[config.mk]
export PLATFORM = sky130hd
export DESIGN_NAME = struct_pair_packer
export DESIGN_NICKNAME = d
export VERILOG_FILES = /design/src/rtl/struct_pair_packer.sv
export SDC_FILE = /design/constraint.sdc
export NUM_CORES = 1
export LEC_CHECK = 0
export CAP_MARGIN = 10
export CORE_UTILIZATION = 25
export CTS_BUF_LIST = sky130_fd_sc_hd__clkbuf_4 sky130_fd_sc_hd__clkbuf_8
export DETAILED_ROUTE_END_ITERATION = 6
export MAX_ROUTING_LAYER = met4
export PLACE_DENSITY = 0.51
export SLEW_MARGIN = 10
export SYNTH_ARGS = -nofsm -noshare
export SYNTH_HDL_FRONTEND = slang
export SYNTH_SLANG_ARGS = --single-unit
export TNS_END_PERCENT = 10
[constraint.sdc]
create_clock -name clk -period 2.4 [get_ports clk]
set_input_delay 0.48 -clock clk [delete_from_list [all_inputs] [get_ports clk]]
set_output_delay 0.48 -clock clk [all_outputs]
set_load 0.005 [all_outputs]
[src/rtl/struct_pair_packer.sv]
// Collects two packed_struct_t beats into one output pair: part_a values side by side,
// part_b values XOR-folded into a tag. Counts delivered pairs.
module struct_pair_packer #(
    parameter int unsigned CNT_W = 8
) (
    input  logic             clk,
    input  logic             rst_n,
    input  logic             in_valid,
    output logic             in_ready,
    input  logic [5:0]       in_data,
    input  logic             flush,
    output logic             out_valid,
    input  logic             out_ready,
    output logic [1:0][3:0]  out_arr,
    output logic [1:0]       out_tag,
    output logic [CNT_W-1:0] pair_count
);

    typedef struct packed {
        logic [3:0] part_a;
        logic [1:0] part_b;
    } packed_struct_t;

    typedef enum logic [1:0] {
        StIdle,
        StHalf,
        StFull
    } state_e;

    state_e           state_q, state_d;
    logic [1:0][3:0]  arr_q, arr_d;
    logic [1:0]       tag_q, tag_d;
    logic             valid_q, valid_d;
    logic [CNT_W-1:0] cnt_q, cnt_d;

    packed_struct_t beat;
    logic           accept;

    assign beat = packed_struct_t'(in_data);

    always_comb begin
        state_d = state_q;
        arr_d   = arr_q;
        tag_d   = tag_q;
        cnt_d   = cnt_q;

        // flush blocks acceptance in every state; in FULL that is its only effect
        in_ready = !flush && (state_q != StFull || out_ready);
        accept   = in_valid && in_ready;

        unique case (state_q)
            StIdle: begin
                if (accept) begin
                    arr_d[0] = beat.part_a;
                    tag_d    = beat.part_b;
                    state_d  = StHalf;
                end
            end
            StHalf: begin
                if (flush) begin
                    state_d = StIdle;
                end else if (accept) begin
                    arr_d[1] = beat.part_a;
                    tag_d    = tag_q ^ beat.part_b;
                    state_d  = StFull;
                end
            end
            StFull: begin
                if (out_ready) begin
                    cnt_d = cnt_q + CNT_W'(1);
                    // a beat arriving with the handshake starts the next pair at once
                    if (accept) begin
                        arr_d[0] = beat.part_a;
                        tag_d    = beat.part_b;
                        state_d  = StHalf;
                    end else begin
                        state_d = StIdle;
                    end
                end
            end
            default: state_d = StIdle;
        endcase

        valid_d = (state_d == StFull);
    end

    always_ff @(posedge clk or negedge rst_n) begin
        if (!rst_n) begin
            state_q <= StIdle;
            arr_q   <= '0;
            tag_q   <= '0;
            valid_q <= 1'b0;
            cnt_q   <= '0;
        end else begin
            state_q <= state_d;
            arr_q   <= arr_d;
            tag_q   <= tag_d;
            valid_q <= valid_d;
            cnt_q   <= cnt_d;
        end
    end

    assign out_valid  = valid_q;
    assign out_arr    = arr_q;
    assign out_tag    = tag_q;
    assign pair_count = cnt_q;

endmodule

==> impl_metrics.csv, run 1 <==
group,metric,value,unit
grt,grtUsageMet3,5.36,%
placed_design,portBuffers,30,
floorplan,fp.dieH,64.0,microns
synthesis,ys_warn_count,0,
cells_and_area,fin_area,1370,sq um
synthesis,synth_largest_area_cell,"dfrtp_1",
route,wirelength,1890,microns
synthesis,syn_inst,73,
cells_and_area,syn_to_final_growth,42.5,%
pwr,pwr_density_cell,793,nW/um^2
grt,overflow,0,
clock_network,cts_hold_buffers,0,
worst_setup_path,cp_slowest_cell,"clkdlybuf4s50_1",
worst_setup_path,crit_path_max_fanout,3,
run_status,status,"finished clean",
floorplan,start_util,26.2,%
grt,grt_max_degree,22,
timing,finalMaxSlewViolations,0,
timing,period_needed,2.21,ns
timing,worst_slack,0.193,ns
grt,grt-busiest-layer,"met2",
grt,grtUsageMet2,15.4,%
floorplan,core.rowCount,22,
worst_setup_path,startpoint,"out_ready",
synthesis,ys_types,26,
worst_setup_path,cp_cell_sequence,"clkdlybuf4s50_1 -> nand2b_1 -> nor2_1 -> nor2_1 -> clkdlybuf4s50_1",
timing,holdWs,0.475,ns
route,drtIter0Drc,10,
worst_setup_path,r2r-start,"state_q[0]$_DFF_PN0_",
route,num_vias,672,
clock_network,root_buffer,"clkbuf_8",
synthesis,synth.avg_cell_area,13.1,sq um
min_path,worstHoldStart,"pair_count[7]$_DFFE_PN0P_",
cells_and_area,fin_nets,120,
synthesis,synth_commonest_cells,"dfrtp_1, mux2_2, xnor2_1, xor2_1",
grt,grt_pass1_wl,3150,microns
synthesis,synthTopCellsByArea,"dfrtp_1, mux2_4, mux2_2, xnor2_1, xor2_1",
synthesis,ys_seq_area_share,54.8,%
worst_setup_path,worstSetupPathType,"in -> out",
synthesis,synth_fp_nets,85,
pwr,vdd_drop_max,0.456,mV
worst_setup_path,cp.required,1.92,ns
floorplan,io_pins,31,
timing,rsz0062_at_grt,"no",
timing,skew,0.00701,ns
worst_setup_path,slowest_delay,0.50,ns
clock_network,cts_tree,"done",
floorplan,die_x,64.0,microns
timing,setup_tns,0,ns
timing,hold_viol,0,
worst_setup_path,arrival,1.73,ns
grt,antenna_found_initial,0,
timing,fin_crit_sh,91.9,%
route,antenna_left,0,
route,firstDrtPassIters,2,
placed_design,dpl-instance-area,1320,sq um
clock_network,cts_buffers,3,
timing,relSlewSlack,78.7,%
placed_design,pre_cts_ws,0.182,ns
synthesis,synth_edf_count,0,
timing,max_freq,453,MHz
cells_and_area,num_antenna_cells,0,
synthesis,synth-seq-cells,21,
route,routed_via_density,4.34,
synthesis,synth-main-ff-cell,"dfrtp_1",
run,drv_cap,0,
floorplan,dieArea,4090,sq um
route,drcViolationCount,0,
grt,grt_pass1_vias,682,
synthesis,syn_area,960,sq um
timing,tightest_slew,0.320,ns
worst_setup_path,worstSetupEndpointType,"primary output",
cells_and_area,fillers,381,
placed_design,gp_congestion,0.690,
clock_network,cts_buffer_depth,2,
clock_network,clk_latency,0.26,ns
floorplan,coreArea,3660,sq um
clock_network,clkSinkCount,21,
clock_network,cts_resized,0,
clock_network,path_clk_slew,0.08,ns
min_path,hold_path_class,"reg -> reg",
clock_network,post_cts_buffers,0,
placed_design,place_hpwl,1440,microns
timing,setup_viol,0,
grt,use_met1,12.7,%
route,wire_per_inst,12.2,microns
cells_and_area,drive_gt1_share,16.8,%
synthesis,synth_top_area_share,54.8,%
worst_setup_path,cp-start-kind,"primary input",
synthesis,synth_most_common_cell,"dfrtp_1",
grt,grt_usage,10.4,%
pwr,p_leak,0.000610,uW
synthesis,synthArstFlopShare,100,%
clock_network,htree_levels,1,
==> layout make-up <==
class | count | area [sq um] | share of cell area, %
sequential | 21 | 526 | 38.4
multi-input combinational | 49 | 414 | 30.3
tap | 48 | 60.1 | 4.39
timing repair buffer | 32 | 315 | 23.1
clock buffer | 4 | 48.8 | 3.57
inverter | 1 | 3.75 | 0.274
==> sequential cells by signal (all words and copies together), names as in the netlist <==
name / count
out_arr: 8
out_tag: 2
out_valid: 1
pair_count: 8
state_q: 2
==> through the flow <==
step	power, uW	util [%]	cells
floorplan	639	-	73
global placement	852	36.0	151
detailed placement	859	36.0	151
CTS	1110	37.4	155
global route	1160	37.4	155
finish	1080	37.4	155
==> routing by layer <==
layer,part of all wire (%),wire [microns]
met5,0,0
met4,0,0
met3,7.9,149
met2,48,902
met1,44,833
==> worst paths after layout <==
path | endpoint | slack [ns] | cells after the start
max in group asynchronous | out_arr[2]$_DFFE_PN0P_ | 1.62 | 2
hold / removal | pair_count[7]$_DFFE_PN0P_ | 0.48 | 1
setup reg to reg | out_arr[5]$_DFFE_PN0P_ | 1.02 | 2
min in group asynchronous | out_tag[0]$_DFFE_PN0P_ | 0.56 | 2
setup / recovery | in_ready | 0.19 | 5
hold reg to reg | pair_count[7]$_DFFE_PN0P_ | 0.48 | 1
==> critical path: cells and delay by family <==
kind / cells / cell delay, ns
buffers and inverters: 2 / 0.96
AND/OR/NAND/NOR: 3 / 0.28
==> where the power goes <==
| group | switching, uW | total, uW | internal, uW | leakage, uW |
|---|---|---|---|---|
| clock | 109 | 238 | 129 | 0.0000262 |
| combinational | 98.0 | 339 | 241 | 0.000318 |
| sequential | 71.6 | 508 | 436 | 0.000267 |
| total | 278 | 1080 | 806 | 0.000610 |
==> cell usage in the layout, fill, tap and decap left out <==
cell type / count
clkbuf_4: 1
o21ai_0: 2
nand2_1: 1
nor2_1: 4
inv_2: 1
nor2b_4: 1
nor3_1: 2
mux2_2: 5
nand2b_1: 2
nor2b_1: 1
nand3_1: 3
nand4_1: 1
a22oi_1: 1
nand3b_4: 1
and3_1: 2
ha_1: 1
nand3b_1: 1
xor2_1: 5
buf_4: 2
clkbuf_8: 3
dfrtp_1: 21
a32o_1: 2
o211ai_1: 2
xnor2_1: 5
clkdlybuf4s50_1: 30
or2_1: 2
and4b_1: 1
mux2_4: 4
==> kinds of logic after synthesis <==
kind of cell,after synthesis,synth area share [%]
AND/OR/NAND/NOR,22,15.1
flip-flops,21,54.8
XOR/XNOR,10,9.13
multiplexers,9,12.1
AO/OA/AOI/OAI,7,5.48
buffers and inverters,3,2.09
adder cells (fa/ha/maj),1,1.30
No activity file was read; power rests on OpenSTA's default activity.
==> run 2: changes to the inputs <==
--- a/config.mk
+++ b/config.mk
@@ -5,6 +5,7 @@
 export SDC_FILE = /design/constraint.sdc
 export NUM_CORES = 1
 export LEC_CHECK = 0
+export ABC_AREA = 0
 export CAP_MARGIN = 10
 export CORE_UTILIZATION = 25
 export CTS_BUF_LIST = sky130_fd_sc_hd__clkbuf_4 sky130_fd_sc_hd__clkbuf_8
==> constraint.sdc (replaced) <==
create_clock -name clk -period 2.4 [get_ports clk]
set_input_delay 0.48 -clock clk [delete_from_list [all_inputs] [get_ports clk]]
set_output_delay 0.48 -clock clk [all_outputs]
set_load 0.02 [all_outputs]
==> run 2 against run 1 <==
  * Sequential cell count unchanged
  * Utilization unchanged
  * Via count shrank 1.2%
  * Fmax down 5.0%
  * Count of clock-buffer cells in the layout is the same
==> impl_metrics.csv, run 2 (synthesized netlist as in run 1, its figures left out) <==
group,metric,value,unit
run_status,status,"finished clean",
floorplan,io_pins,31,
clock_network,cts_tree,"done",
worst_setup_path,timing.rr.end,"out_arr[5]$_DFFE_PN0P_",
grt,grt-busiest-layer,"met2",
worst_setup_path,reg2reg_slack,1.01,ns
pwr,seq_power_share,43.1,%
pwr,p_leak,0.000610,uW
min_path,worstHoldStart,"pair_count[7]$_DFFE_PN0P_",
worst_setup_path,worstSetupEndpointType,"primary output",
route,wirelength,1960,microns
timing,period_needed,2.32,ns
placed_design,portBuffers,30,
floorplan,dieArea,4090,sq um
clock_network,post_cts_buffers,0,
timing,tightest_slew,0.331,ns
worst_setup_path,ff2ff_path_depth,2,
cells_and_area,final_common_cell,"clkdlybuf4s50_1",
route,num_vias,664,
floorplan,start_util,26.2,%
clock_network,clkSinkCount,21,
worst_setup_path,slowest_delay,0.60,ns
timing,skew,0.00373,ns
worst_setup_path,r2r-start,"state_q[0]$_DFF_PN0_",
worst_setup_path,worst-path-buf-inv,2,
timing,max_freq,431,MHz
min_path,hold_end,"pair_count[7]$_DFFE_PN0P_",
min_path,hold_path_class,"reg -> reg",
placed_design,gp_congestion,0.685,
run,drv_cap,0,
route,drcViolationCount,0,
cells_and_area,num_antenna_cells,0,
timing,worst_slack,0.0777,ns
timing,holdWs,0.475,ns
clock_network,path_clk_slew,0.08,ns
floorplan,fp.dieH,64.0,microns
cells_and_area,fin_nets,120,
pwr,vdd_drop_max,0.376,mV
pwr,pwr_density_cell,865,nW/um^2
clock_network,cts_buffers,3,
worst_setup_path,cp-start-kind,"primary input",
route,routed_via_density,4.28,
pwr,clkPwrFrac,20.1,%
route,antenna_left,0,
timing,setup_viol,0,
timing,fin_crit_sh,96.8,%
grt,grt_pass1_vias,669,
cells_and_area,layout_common_cells,"clkdlybuf4s50_1, dfrtp_1, xor2_1, mux2_2, xnor2_1",
clock_network,htree_levels,1,
floorplan,die_x,64.0,microns
clock_network,root_buffer,"clkbuf_8",
clock_network,clk_latency,0.25,ns
grt,antenna_found_initial,0,
clock_network,cts_resized,0,
grt,overflow,0,
min_path,hold_path_depth,1,
worst_setup_path,crit_family,"buffers and inverters",
grt,grtUsageMet3,3.57,%
worst_setup_path,cp.required,1.92,ns
clock_network,cts_buffer_depth,2,
timing,finalMaxSlewViolations,0,
floorplan,coreArea,3660,sq um
timing,rsz0062_at_grt,"no",
worst_setup_path,cp_cell_sequence,"clkdlybuf4s50_1 -> nand2b_1 -> nor2_1 -> nor2_1 -> clkdlybuf4s50_1",
placed_design,place_hpwl,1460,microns
worst_setup_path,cp_slowest_cell,"clkdlybuf4s50_1",
cells_and_area,drive_gt1_share,16.8,%
grt,use_met1,13.6,%
timing,hold_viol,0,
floorplan,core.rowCount,22,
placed_design,dpl-instance-area,1320,sq um
clock_network,cts_hold_buffers,0,
worst_setup_path,worstSetupPathType,"in -> out",
worst_setup_path,crit_path_max_fanout,3,
timing,setup_tns,0,ns
cells_and_area,syn_to_final_growth,42.5,%
timing,relSlewSlack,77.9,%
route,wire_per_inst,12.6,microns
grt,grtUsageMet2,16.8,%
worst_setup_path,startpoint,"out_ready",
pwr,intPower,808,uW
grt,grt_pass1_wl,3220,microns
grt,grt_max_degree,22,
grt,grt_usage,10.6,%
placed_design,pre_cts_ws,0.0742,ns
worst_setup_path,arrival,1.84,ns
pwr,p_switching,375,uW
pwr,p_sw_share,31.7,%
cells_and_area,fin_area,1370,sq um
route,firstDrtPassIters,4,
route,drtIter0Drc,2,
pwr,combPwrFrac,36.8,%
-- run 2: cell counts in the layout (fill, tap and decap cells not counted) --
Identical to the previous run, type by type.
-- run 2: area by class of cell --
type                            count  area [sq um]
Fill cell                         367          2290
Tap cell                           48          60.1
Multi-Input combinational cell     49           414
Clock buffer                        4          48.8
Sequential cell                    21           526
Timing Repair Buffer               32           315
Inverter                            1          3.75
-- run 2: how the worst max path moves through the flow --
stage,to,slack [ns],cells past startpoint
6_report,in_ready,0.08,5
5_1_grt,in_ready,0.005,5
4_1_cts,in_ready,0.07,5
3_5_place_dp,in_ready,0.07,5
3_3_place_gp,in_ready,0.08,5
2_1_floorplan,in_ready,1.00,3
-- run 2: worst register-to-register path: stages (launching register included) --
cell,delay [ns]
dfrtp_1,0.53
and3_1,0.42
mux2_4,0.34
-- run 2: stage by stage --
stage / std cells / util [%] / total power [uW]
6_report: 155 / 37.4 / 1180
5_1_grt: 155 / 37.4 / 1250
4_1_cts: 155 / 37.4 / 1200
3_5_place_dp: 151 / 36.0 / 956
3_3_place_gp: 151 / 36.0 / 948
2_1_floorplan: 73 / - / 732
-- run 2: power groups by stage --
| stage | sequential, uW | combinational (uW) | clock, uW |
|---|---|---|---|
| 2_1_floorplan | 599 | 133 | 0 |
| 3_3_place_gp | 514 | 434 | 0 |
| 3_5_place_dp | 515 | 440 | 0 |
| 4_1_cts | 511 | 442 | 250 |
| 5_1_grt | 524 | 466 | 263 |
| 6_report | 510 | 436 | 238 |
-- run 2: metal layers --
layer | routed length [microns] | vias to the layer above | share of wire [%]
met2 | 918 | 22 | 47
li1 | - | 325 | -
met4 | 0 | 0 | 0
met3 | 127 | 0 | 6.5
met5 | 0 | - | 0
met1 | 909 | 317 | 46
==> run 3: changes to the inputs <==
--- a/config.mk
+++ b/config.mk
@@ -7,6 +7,7 @@
 export LEC_CHECK = 0
 export ABC_AREA = 0
 export CAP_MARGIN = 10
+export CORE_ASPECT_RATIO = 0.8
 export CORE_UTILIZATION = 25
 export CTS_BUF_LIST = sky130_fd_sc_hd__clkbuf_4 sky130_fd_sc_hd__clkbuf_8
 export DETAILED_ROUTE_END_ITERATION = 6
==> run 3 against run 2 <==
  * The run now ends with design-rule violations left
  * Clock power about the same
  * Global-route usage up 0.44 points
  * Register-to-register slack lost 0.02 ns
  * Combinational power down 1%
  * Die area about the same
  * Cell area decreased by 0.37%
  * Final cell count fell by 3.9%
  * Largest cell class unchanged
  * Worst setup slack better by 0.36 ns
  * First-iteration DRC count grew to 13 times the previous value
  * Largest power group unchanged
  * Critical endpoint unchanged
  * Sequential power is essentially flat
  * Clock skew down 0.0024 ns
  * Total power down 0.40%
==> impl_metrics.csv, run 3 (synthesized netlist as in run 1, its figures left out) <==
group,metric,value,unit
pwr,seq_power_share,43.4,%
clock_network,clkSinkCount,21,
clock_network,cts_buffers,3,
cells_and_area,ff_latch_area,526,sq um
grt,grt_max_degree,22,
cells_and_area,utilization,38.5,%
cells_and_area,fin_nets,120,
timing,setup_viol,0,
floorplan,coreArea,3540,sq um
run_status,violations,"design-rule violations",
clock_network,htree_levels,1,
timing,hold_viol,0,
route,num_vias,675,
route,wirelength,1840,microns
cells_and_area,drive_gt1_share,16.8,%
min_path,hold_path_class,"reg -> reg",
pwr,p_leak,0.000620,uW
timing,max_freq,509,MHz
cells_and_area,layout_common_cells,"clkdlybuf4s50_1, dfrtp_1, xor2_1, mux2_2, xnor2_1",
floorplan,fp.dieH,57.4,microns
timing,skew,0.00131,ns
placed_design,gp_congestion,0.738,
worst_setup_path,slowest_delay,0.42,ns
worst_setup_path,ff2ff_path_depth,2,
timing,period_needed,1.96,ns
floorplan,core.rowCount,19,
clock_network,cts_tree,"done",
run,drv_cap,0,
route,drtIter0Drc,26,
grt,overflow,0,
worst_setup_path,reg2reg_slack,0.99,ns
worst_setup_path,arrival,1.48,ns
timing,fin_crit_sh,81.8,%
route,antenna_left,0,
cells_and_area,syn_to_final_growth,42.0,%
worst_setup_path,worstSetupPathType,"in -> out",
timing,finalMaxSlewViolations,0,
clock_network,clk_latency,0.25,ns
worst_setup_path,worst-path-buf-inv,2,
route,wire_per_inst,12.4,microns
worst_setup_path,cp_cell_sequence,"clkdlybuf4s50_1 -> nand2b_1 -> nor2_1 -> nor2_1 -> dlymetal6s2s_1",
floorplan,io_pins,31,
grt,grt_usage,11.0,%
worst_setup_path,cp_common_cell,"nor2_1",
grt,grt_pass1_wl,3310,microns
cells_and_area,fillers,338,
clock_network,path_clk_slew,0.07,ns
worst_setup_path,crit_path_end,"in_ready",
min_path,worstHoldStart,"pair_count[7]$_DFFE_PN0P_",
floorplan,dieArea,4090,sq um
pwr,clkPwrFrac,20.0,%
pwr,intPower,808,uW
worst_setup_path,startpoint,"out_ready",
worst_setup_path,cp.required,1.92,ns
timing,relSlewSlack,76.6,%
placed_design,place_hpwl,1380,microns
clock_network,cts_buffer_depth,2,
cells_and_area,multi_input_area,414,sq um
pwr,combPwrFrac,36.6,%
floorplan,start_util,27.1,%
pwr,pwr_density_cell,865,nW/um^2
worst_setup_path,cp-start-kind,"primary input",
timing,rsz0062_at_grt,"no",
worst_setup_path,r2r-start,"state_q[0]$_DFF_PN0_",
placed_design,portBuffers,30,
timing,setup_tns,0,ns
worst_setup_path,cp_slowest_cell,"clkdlybuf4s50_1",
worst_setup_path,crit_cells,5,
pwr,p_sw_share,31.4,%
pwr,p_switching,370,uW
worst_setup_path,crit_path_max_fanout,3,
run_status,status,"finished, violations left",
route,drcViolationCount,2,
route,routed_via_density,4.53,
route,firstDrtPassIters,5,
cells_and_area,num_antenna_cells,0,
pwr,vdd_drop_max,0.429,mV
clock_network,root_buffer,"clkbuf_8",
worst_setup_path,timing.rr.end,"out_arr[5]$_DFFE_PN0P_",
grt,grt_pass1_vias,710,
worst_setup_path,worstSetupEndpointType,"primary output",
timing,tightest_slew,0.351,ns
grt,antenna_found_initial,0,
worst_setup_path,crit_family,"buffers and inverters",
cells_and_area,final_common_cell,"clkdlybuf4s50_1",
floorplan,die_x,71.3,microns
## run 3: cell count changes in the layout (fill, tap and decap cells not counted)
cell,previous run,this run
clkdlybuf4s50_1,30,29
dlymetal6s2s_1,0,1
## run 3: power groups by stage
| stage | Sequential (uW) | Combinational [uW] | Clock (uW) |
|---|---|---|---|
| after floorplan | 599 | 133 | 0 |
| after global placement | 515 | 431 | 0 |
| after detailed placement | 519 | 434 | 0 |
| after CTS | 514 | 437 | 251 |
| after global routing | 528 | 465 | 271 |
| final | 511 | 431 | 236 |
## run 3: repair_timing
item                                    in CTS  in global routing
hold buffers                                 0                  0
resized for setup                            0                  1
endpoints found under the setup margin       0                  1
buffers inserted                             0                  0
## run 3: layout make-up
type                       count  share of cell area [%]
sequential                    21                    38.6
inverter                       1                   0.275
timing repair buffer          32                    23.3
multi-input combinational     49                    30.4
tap                           42                    3.86
clock buffer                   4                    3.58
## run 3: how the worst min path moves through the flow
stage / cells past startpoint / slack [ns] / end
2_1_floorplan: 0 / 0.18 / out_arr[0]$_DFFE_PN0P_
3_3_place_gp: 1 / 0.46 / pair_count[7]$_DFFE_PN0P_
3_5_place_dp: 1 / 0.46 / pair_count[7]$_DFFE_PN0P_
4_1_cts: 1 / 0.47 / pair_count[7]$_DFFE_PN0P_
5_1_grt: 1 / 0.49 / pair_count[7]$_DFFE_PN0P_
6_report: 1 / 0.47 / pair_count[7]$_DFFE_PN0P_
## run 3: per-stage QoR
stage,setup WS (ns),hold WS [ns],cells,total power [uW],instance area (sq um)
after floorplan,1.00,0.184,73,732,960
after global placement,0.0431,0.459,145,947,1310
after detailed placement,0.0483,0.460,145,953,1310
after CTS,0.0322,0.472,149,1200,1360
after global routing,0.330,0.489,149,1260,1360
final,0.436,0.466,149,1180,1360
## run 3: per-layer routing
layer / up-vias / GRT usage (%) / routed length [microns]
met4: 0 / 1.71 / 10
met1: 328 / 14.0 / 923
met2: 21 / 17.0 / 800
met5: - / - / 0
li1: 324 / - / -
met3: 2 / 4.24 / 107
